==> config.mk <==
export PLATFORM = sky130hd
export DESIGN_NAME = stg_ex
export DESIGN_NICKNAME = d
export VERILOG_FILES = /design/src/rtl/stg_ex.sv
export SDC_FILE = /design/constraint.sdc
export NUM_CORES = 1
export LEC_CHECK = 0
export CORE_AREA = 2 2 279 281
export DETAILED_ROUTE_END_ITERATION = 10
export DIE_AREA = 0 0 281 283
export GPL_TIMING_DRIVEN = 0
export HOLD_SLACK_MARGIN = 0.1
export PLACE_DENSITY = 0.56
export SYNTH_ARGS = -nofsm -noshare
export SYNTH_HDL_FRONTEND = slang
export SYNTH_SLANG_ARGS = --single-unit
==> constraint.sdc <==
create_clock -name iw_clk -period 6.5 [get_ports iw_clk]
set_input_delay 1.95 -clock iw_clk [delete_from_list [all_inputs] [get_ports iw_clk]]
set_output_delay 1.95 -clock iw_clk [all_outputs]
set_load 0.005 [all_outputs]
==> src/rtl/stg_ex.sv <==
// stg_ex: execute stage that resolves conditional branches and owns the three 12-bit uimm banks
`ifndef HBIT_ADDR
`define HBIT_ADDR 47
`endif
`ifndef HBIT_DATA
`define HBIT_DATA 23
`endif
`ifndef HBIT_OPC
`define HBIT_OPC 7
`endif
`ifndef HBIT_CC
`define HBIT_CC 3
`endif
`ifndef HBIT_TGT_GP
`define HBIT_TGT_GP 3
`endif
`ifndef HBIT_TGT_SR
`define HBIT_TGT_SR 1
`endif
`ifndef HBIT_TGT_AR
`define HBIT_TGT_AR 1
`endif
`ifndef HBIT_SRC_GP
`define HBIT_SRC_GP 3
`endif
`ifndef HBIT_SRC_SR
`define HBIT_SRC_SR 1
`endif
`ifndef HBIT_SRC_AR
`define HBIT_SRC_AR 1
`endif
`ifndef OPC_NOP
`define OPC_NOP   8'h00
`define OPC_LUIui 8'h10
`define OPC_JCCui 8'h11
`define OPC_BCCsr 8'h12
`define OPC_BCCso 8'h13
`define OPC_BALso 8'h14
`endif
`ifndef CC_AL
`define CC_AL 4'd0
`define CC_EQ 4'd1
`define CC_NE 4'd2
`define CC_LT 4'd3
`define CC_GE 4'd4
`define CC_LE 4'd5
`define CC_GT 4'd6
`define CC_BT 4'd7
`define CC_AE 4'd8
`define CC_BE 4'd9
`define CC_AT 4'd10
`endif

module stg_ex (
  input  logic                    iw_clk,
  input  logic                    iw_rst,
  input  logic [`HBIT_ADDR:0]     iw_pc,
  output logic [`HBIT_ADDR:0]     ow_pc,
  input  logic [`HBIT_DATA:0]     iw_instr,
  output logic [`HBIT_DATA:0]     ow_instr,
  input  logic [`HBIT_OPC:0]      iw_opc,
  output logic [`HBIT_OPC:0]      ow_opc,
  input  logic                    iw_sgn_en,
  input  logic                    iw_imm_en,
  input  logic [15:0]             iw_imm16_val,
  input  logic [13:0]             iw_imm14_val,
  input  logic [11:0]             iw_imm12_val,
  input  logic [9:0]              iw_imm10_val,
  input  logic [`HBIT_CC:0]       iw_cc,
  input  logic [`HBIT_TGT_GP:0]   iw_tgt_gp,
  input  logic                    iw_tgt_gp_we,
  output logic [`HBIT_TGT_GP:0]   ow_tgt_gp,
  output logic                    ow_tgt_gp_we,
  input  logic [`HBIT_TGT_SR:0]   iw_tgt_sr,
  input  logic                    iw_tgt_sr_we,
  output logic [`HBIT_TGT_SR:0]   ow_tgt_sr,
  output logic                    ow_tgt_sr_we,
  input  logic [`HBIT_TGT_AR:0]   iw_tgt_ar,
  output logic [`HBIT_TGT_AR:0]   ow_tgt_ar,
  output logic                    ow_tgt_ar_we,
  input  logic [`HBIT_SRC_GP:0]   iw_src_gp,
  input  logic [`HBIT_SRC_AR:0]   iw_src_ar,
  input  logic [`HBIT_SRC_SR:0]   iw_src_sr,
  input  logic [`HBIT_DATA:0]     iw_src_gp_val,
  input  logic [`HBIT_DATA:0]     iw_tgt_gp_val,
  input  logic [`HBIT_ADDR:0]     iw_src_ar_val,
  input  logic [`HBIT_ADDR:0]     iw_tgt_ar_val,
  input  logic [`HBIT_ADDR:0]     iw_src_sr_val,
  input  logic [`HBIT_ADDR:0]     iw_tgt_sr_val,
  output logic [`HBIT_ADDR:0]     ow_addr,
  output logic [`HBIT_DATA:0]     ow_result,
  output logic [`HBIT_ADDR:0]     ow_ar_result,
  output logic [`HBIT_ADDR:0]     ow_sr_result,
  output logic                    ow_branch_taken,
  output logic [`HBIT_ADDR:0]     ow_branch_pc,
  input  logic                    iw_flush,
  input  logic                    iw_stall
);
  logic [11:0] bank0, bank1, bank2;
  logic z, n, c, v, cond;
  logic is_lui, is_jcc, is_bsr, is_bso, is_bal, taken_d;
  logic [`HBIT_ADDR:0] tgt_d;
  logic unused;
  assign unused = ^{iw_sgn_en, iw_imm_en, iw_imm14_val, iw_imm10_val, iw_src_gp, iw_src_ar, iw_src_sr, iw_tgt_sr_val};
  assign {v, c, n, z} = iw_src_sr_val[3:0];
  assign is_lui = iw_opc == `OPC_LUIui;
  assign is_jcc = iw_opc == `OPC_JCCui;
  assign is_bsr = iw_opc == `OPC_BCCsr;
  assign is_bso = iw_opc == `OPC_BCCso;
  assign is_bal = iw_opc == `OPC_BALso;
  // C is treated as a borrow flag, so "below" means C set
  always_comb begin
    cond = (iw_cc == `CC_AL) ? 1'b1 :
           (iw_cc == `CC_EQ) ? z :
           (iw_cc == `CC_NE) ? !z :
           (iw_cc == `CC_LT) ? (n != v) :
           (iw_cc == `CC_GE) ? (n == v) :
           (iw_cc == `CC_LE) ? (z || (n != v)) :
           (iw_cc == `CC_GT) ? (!z && (n == v)) :
           (iw_cc == `CC_BT) ? c :
           (iw_cc == `CC_AE) ? !c :
           (iw_cc == `CC_BE) ? (c || z) :
           (iw_cc == `CC_AT) ? (!c && !z) : 1'b0;
    taken_d = is_bal || ((is_jcc || is_bsr || is_bso) && cond);
    tgt_d = is_jcc ? {bank2, bank1, bank0, iw_imm12_val} :
            is_bsr ? iw_pc + {{24{iw_tgt_gp_val[23]}}, iw_tgt_gp_val} :
            is_bso ? iw_pc + {{36{iw_imm12_val[11]}}, iw_imm12_val} :
                     iw_pc + {{32{iw_imm16_val[15]}}, iw_imm16_val};
  end
  always_ff @(posedge iw_clk) begin
    if (!iw_rst || iw_flush) begin
      ow_pc           <= '0;
      ow_instr        <= '0;
      ow_opc          <= '0;
      ow_tgt_gp       <= '0;
      ow_tgt_gp_we    <= 1'b0;
      ow_tgt_sr       <= '0;
      ow_tgt_sr_we    <= 1'b0;
      ow_tgt_ar       <= '0;
      ow_tgt_ar_we    <= 1'b0;
      ow_addr         <= '0;
      ow_result       <= '0;
      ow_ar_result    <= '0;
      ow_sr_result    <= '0;
      ow_branch_taken <= 1'b0;
      ow_branch_pc    <= '0;
    end else if (!iw_stall) begin
      ow_pc           <= iw_pc;
      ow_instr        <= iw_instr;
      ow_opc          <= iw_opc;
      ow_tgt_gp       <= iw_tgt_gp;
      ow_tgt_gp_we    <= iw_tgt_gp_we;
      ow_tgt_sr       <= iw_tgt_sr;
      ow_tgt_sr_we    <= iw_tgt_sr_we;
      ow_tgt_ar       <= iw_tgt_ar;
      ow_tgt_ar_we    <= 1'b0;
      ow_addr         <= iw_tgt_ar_val;
      ow_result       <= iw_src_gp_val;
      ow_ar_result    <= iw_src_ar_val;
      ow_sr_result    <= iw_src_sr_val;
      ow_branch_taken <= taken_d;
      ow_branch_pc    <= taken_d ? tgt_d : '0;
    end
  end
  // banks survive flush; only reset clears them and only an unstalled LUIui writes them
  always_ff @(posedge iw_clk) begin
    if (!iw_rst) begin
      bank0 <= '0;
      bank1 <= '0;
      bank2 <= '0;
    end else if (!iw_flush && !iw_stall && is_lui) begin
      bank0 <= (iw_instr[15:14] == 2'b00) ? iw_imm12_val : bank0;
      bank1 <= (iw_instr[15:14] == 2'b01) ? iw_imm12_val : bank1;
      bank2 <= (iw_instr[15:14] == 2'b10) ? iw_imm12_val : bank2;
    end
  end
endmodule

==> flow_summary.toml <==
[run_status]
status = "finished, final reports clean"

[clocking]
cts_buffers = 42
cts_tree = "done"
cts_max_level = 2
ctsRootBufferMaster = "clkbuf_16"
clk_pin_slew_ns = 0.05
cts_buffer_depth = 3
postCtsHoldBufs = 0
clk_latency_ns = 0.58
cts_sinks = 343

[critical_path]
crit_required_ns = 6.97
crit_fanout = 10
worstPathCellList = "clkdlybuf4s50_1, or4b_4, or4_1, buf_2, buf_2, o21ai_2, ha_1, inv_1, fa_1, and2b_1, o31a_1, o21ai_2, a211oi_4, buf_4, a21oi_2, or2_2, o31a_1, xor2_1, o21ai_0, a22o_1"
critPathKind = "primary input to register"
cpMaxStageDelayCell = "or4b_4"
cp.arrival_ns = 6.83
slowest_delay_ns = 0.59
worst_setup_path_start_kind = "primary input"
end_kind = "register"
r2r-start = "bank0[7]"
startpoint = "iw_opc[7]"

[logic_synthesis]
synthMostInstantiatedCell = "dfxtp_1"
seq_area_frac_synth_pct = 43.7
yosysTopAreaCell = "dfxtp_1"
postSynth.asyncResetShare_pct = 0
synth_ff_type = "dfxtp_1"
synth_top_cell_area_share_pct = 43.7
synth-edff-count = 0
synthTopCellsByCount = "343 x dfxtp_1, 317 x nor2_1, 276 x mux2i_1"
yosys_warnings = 0
synthCells = 1732
ys_seq_elements = 343
ys_types = 75
syn_nets = 2186
avgSynthCellArea_um2 = 9.08
syn-cell-area_um2 = 15700
synthTopCellsByArea = "dfxtp_1 44%, mux2i_1 18%, nor2_1 7.6%"

[power_and_ir_drop]
power_density_nw_per_um2 = 227
p_leak_uw = 0.00962
ir_drop_v = 0.000175

[sta]
slew_viol_final = 0
worst_slack_ns = 0.138
relSlewSlack_pct = 15.3
setup_viol = 0
tns_ns = 0
timing.fmax_ghz = 0.157
period_needed_ns = 6.36
worst_pin_slew_ns = 1.27
period_share_pct = 97.9
finalClockSkew_ns = 0.00917
hold_viol = 0

[placement]
post-place-ws_ns = -1.09
dpl.cell_count = 3395
dp_hpwl_um = 56400
place_congestion = 0.874
port-buffer-count = 623
dpl-instance-area_um2 = 23300

[die]
die_w_um = 281
rows = 102
io_pins = 708
die_height_um = 283
start_util_pct = 20.5
coreArea_um2 = 76700
dieArea_um2 = 79500

[routing]
post_drt_wl_per_cell_um = 20.5
detail_route.iter0.violations = 760
wirelength_um = 71000
num_vias = 14900
drc = 0
dr.pass1.iters = 5
drtAntennaViolNets = 0
avgViaCountPerCell = 4.31

[global_routing]
antenna_found_initial = 4
track_usage_pct = 17.2
grt.overflow.total = 0
grt_pass1_wl_um = 101000
grt_max_degree = 26
grt_pass1_vias = 15000

[finish]
layout.nets = 2854
finalInstanceArea_um2 = 24800
synthToLayoutAreaGrowth_pct = 57.7
multi_input_area_um2 = 8480
layout.cells.non_filler = 3467
fill_cells = 8069
seqCellArea_um2 = 6870
fin_util_pct = 32.3
drive_above_1_share_pct = 4.95

[run]
drv_cap = 0

[hold_path]
min_from = "bank1[2]"
hp-class = "register to register"
[worst paths after layout]
kind / depth (start not counted) / slack, ns / end
setup / recovery: 20 / 0.14 / ow_branch_pc[24]
hold / removal: 2 / 0.46 / bank1[2]
setup reg to reg: 4 / 5.60 / ow_branch_pc[19]
hold reg to reg: 2 / 0.46 / bank1[2]
[what timing repair did]
action,CTS,global route
setup buffers,0,2
resized for setup,11,23
cloned,0,1
pin swaps,1,2
endpoints found under the setup margin,18,15
[cell type report]
type                       instances  area share, %
clock inverter                    11          0.919
multi-input combinational       1269           34.2
sequential                       343           27.7
clock buffer                      57           4.75
tap                             1040           5.25
timing repair buffer             625           25.2
buffer                           104           1.72
inverter                          15          0.227
antenna                            3         0.0303
[report_power, final]
group,switching (uW),internal (uW)
Combinational,481,495
Clock,997,1470
Sequential,28.4,2160
[cells by family (layout without fill, tap and decap cells)]
logic type / Yosys count / after routing / share of synthesized area (%)
AO/OA/AOI/OAI: 323 / 324 / 13.5
XOR/XNOR: 42 / 42 / 2.39
adder cells (fa/ha/maj): 54 / 54 / 4.35
buffers and inverters: 121 / 812 / 3.09
flip-flops: 343 / 343 / 43.7
multiplexers: 276 / 276 / 17.6
other: 1 / 4 / 0.0239
AND/OR/NAND/NOR: 572 / 572 / 15.4
[per-stage QoR]
stage               power [uW]  hold WS, ns
floorplan                 2690        0.438
global placement          3190        0.436
detailed placement        3190        0.447
CTS                       5680        0.460
global route              5850        0.484
finish                    5630        0.460
[per-layer routing]
layer	wire (um)	vias to the layer above	track usage (%)
met2	33800	471	28.8
met1	30600	7036	21.8
li1	-	7328	-
met5	13	-	0
met4	1910	2	5.23
met3	4730	92	4.25
[placed cells by master (no fill, tap or decap), drive strengths merged, types with 6 or more instances in the layout]
| master | instances |
|---|---|
| mux2i | 276 |
| xor2 | 16 |
| nor2 | 319 |
| dfxtp | 343 |
| o21bai | 9 |
| nand3 | 17 |
| buf | 35 |
| nor3 | 10 |
| nand2b | 16 |
| o211ai | 9 |
| ha | 53 |
| inv | 17 |
| and2 | 6 |
| xnor2 | 26 |
| clkdlybuf4s50 | 623 |
| o21ai | 84 |
| nor2b | 6 |
| and3 | 8 |
| nand4 | 9 |
| clkbuf | 128 |
| o21a | 7 |
| a21oi | 90 |
| a22oi | 26 |
| or3 | 8 |
| nand2 | 157 |
| a21boi | 40 |
| a21o | 19 |
[registers in the layout, summed over array words and instances (netlist names)]
register	cells
ow_opc	8
ow_ar_result	48
ow_tgt_gp_we	1
ow_sr_result	48
ow_branch_taken	1
bank0	12
ow_instr	24
ow_pc	48
bank1	12
ow_tgt_sr_we	1
bank2	12
ow_tgt_ar	2
ow_branch_pc	48
ow_tgt_sr	2
ow_addr	48
ow_tgt_gp	4
ow_result	24
[critical path: cells and delay by family]
kind	cells	cell delay, ns
compound gates	8	1.34
xor+xnor	1	0.16
simple gates	4	1.66
fa+ha+maj	2	0.57
buf+inv	5	1.13
No activity file was read; power rests on OpenSTA's default activity.
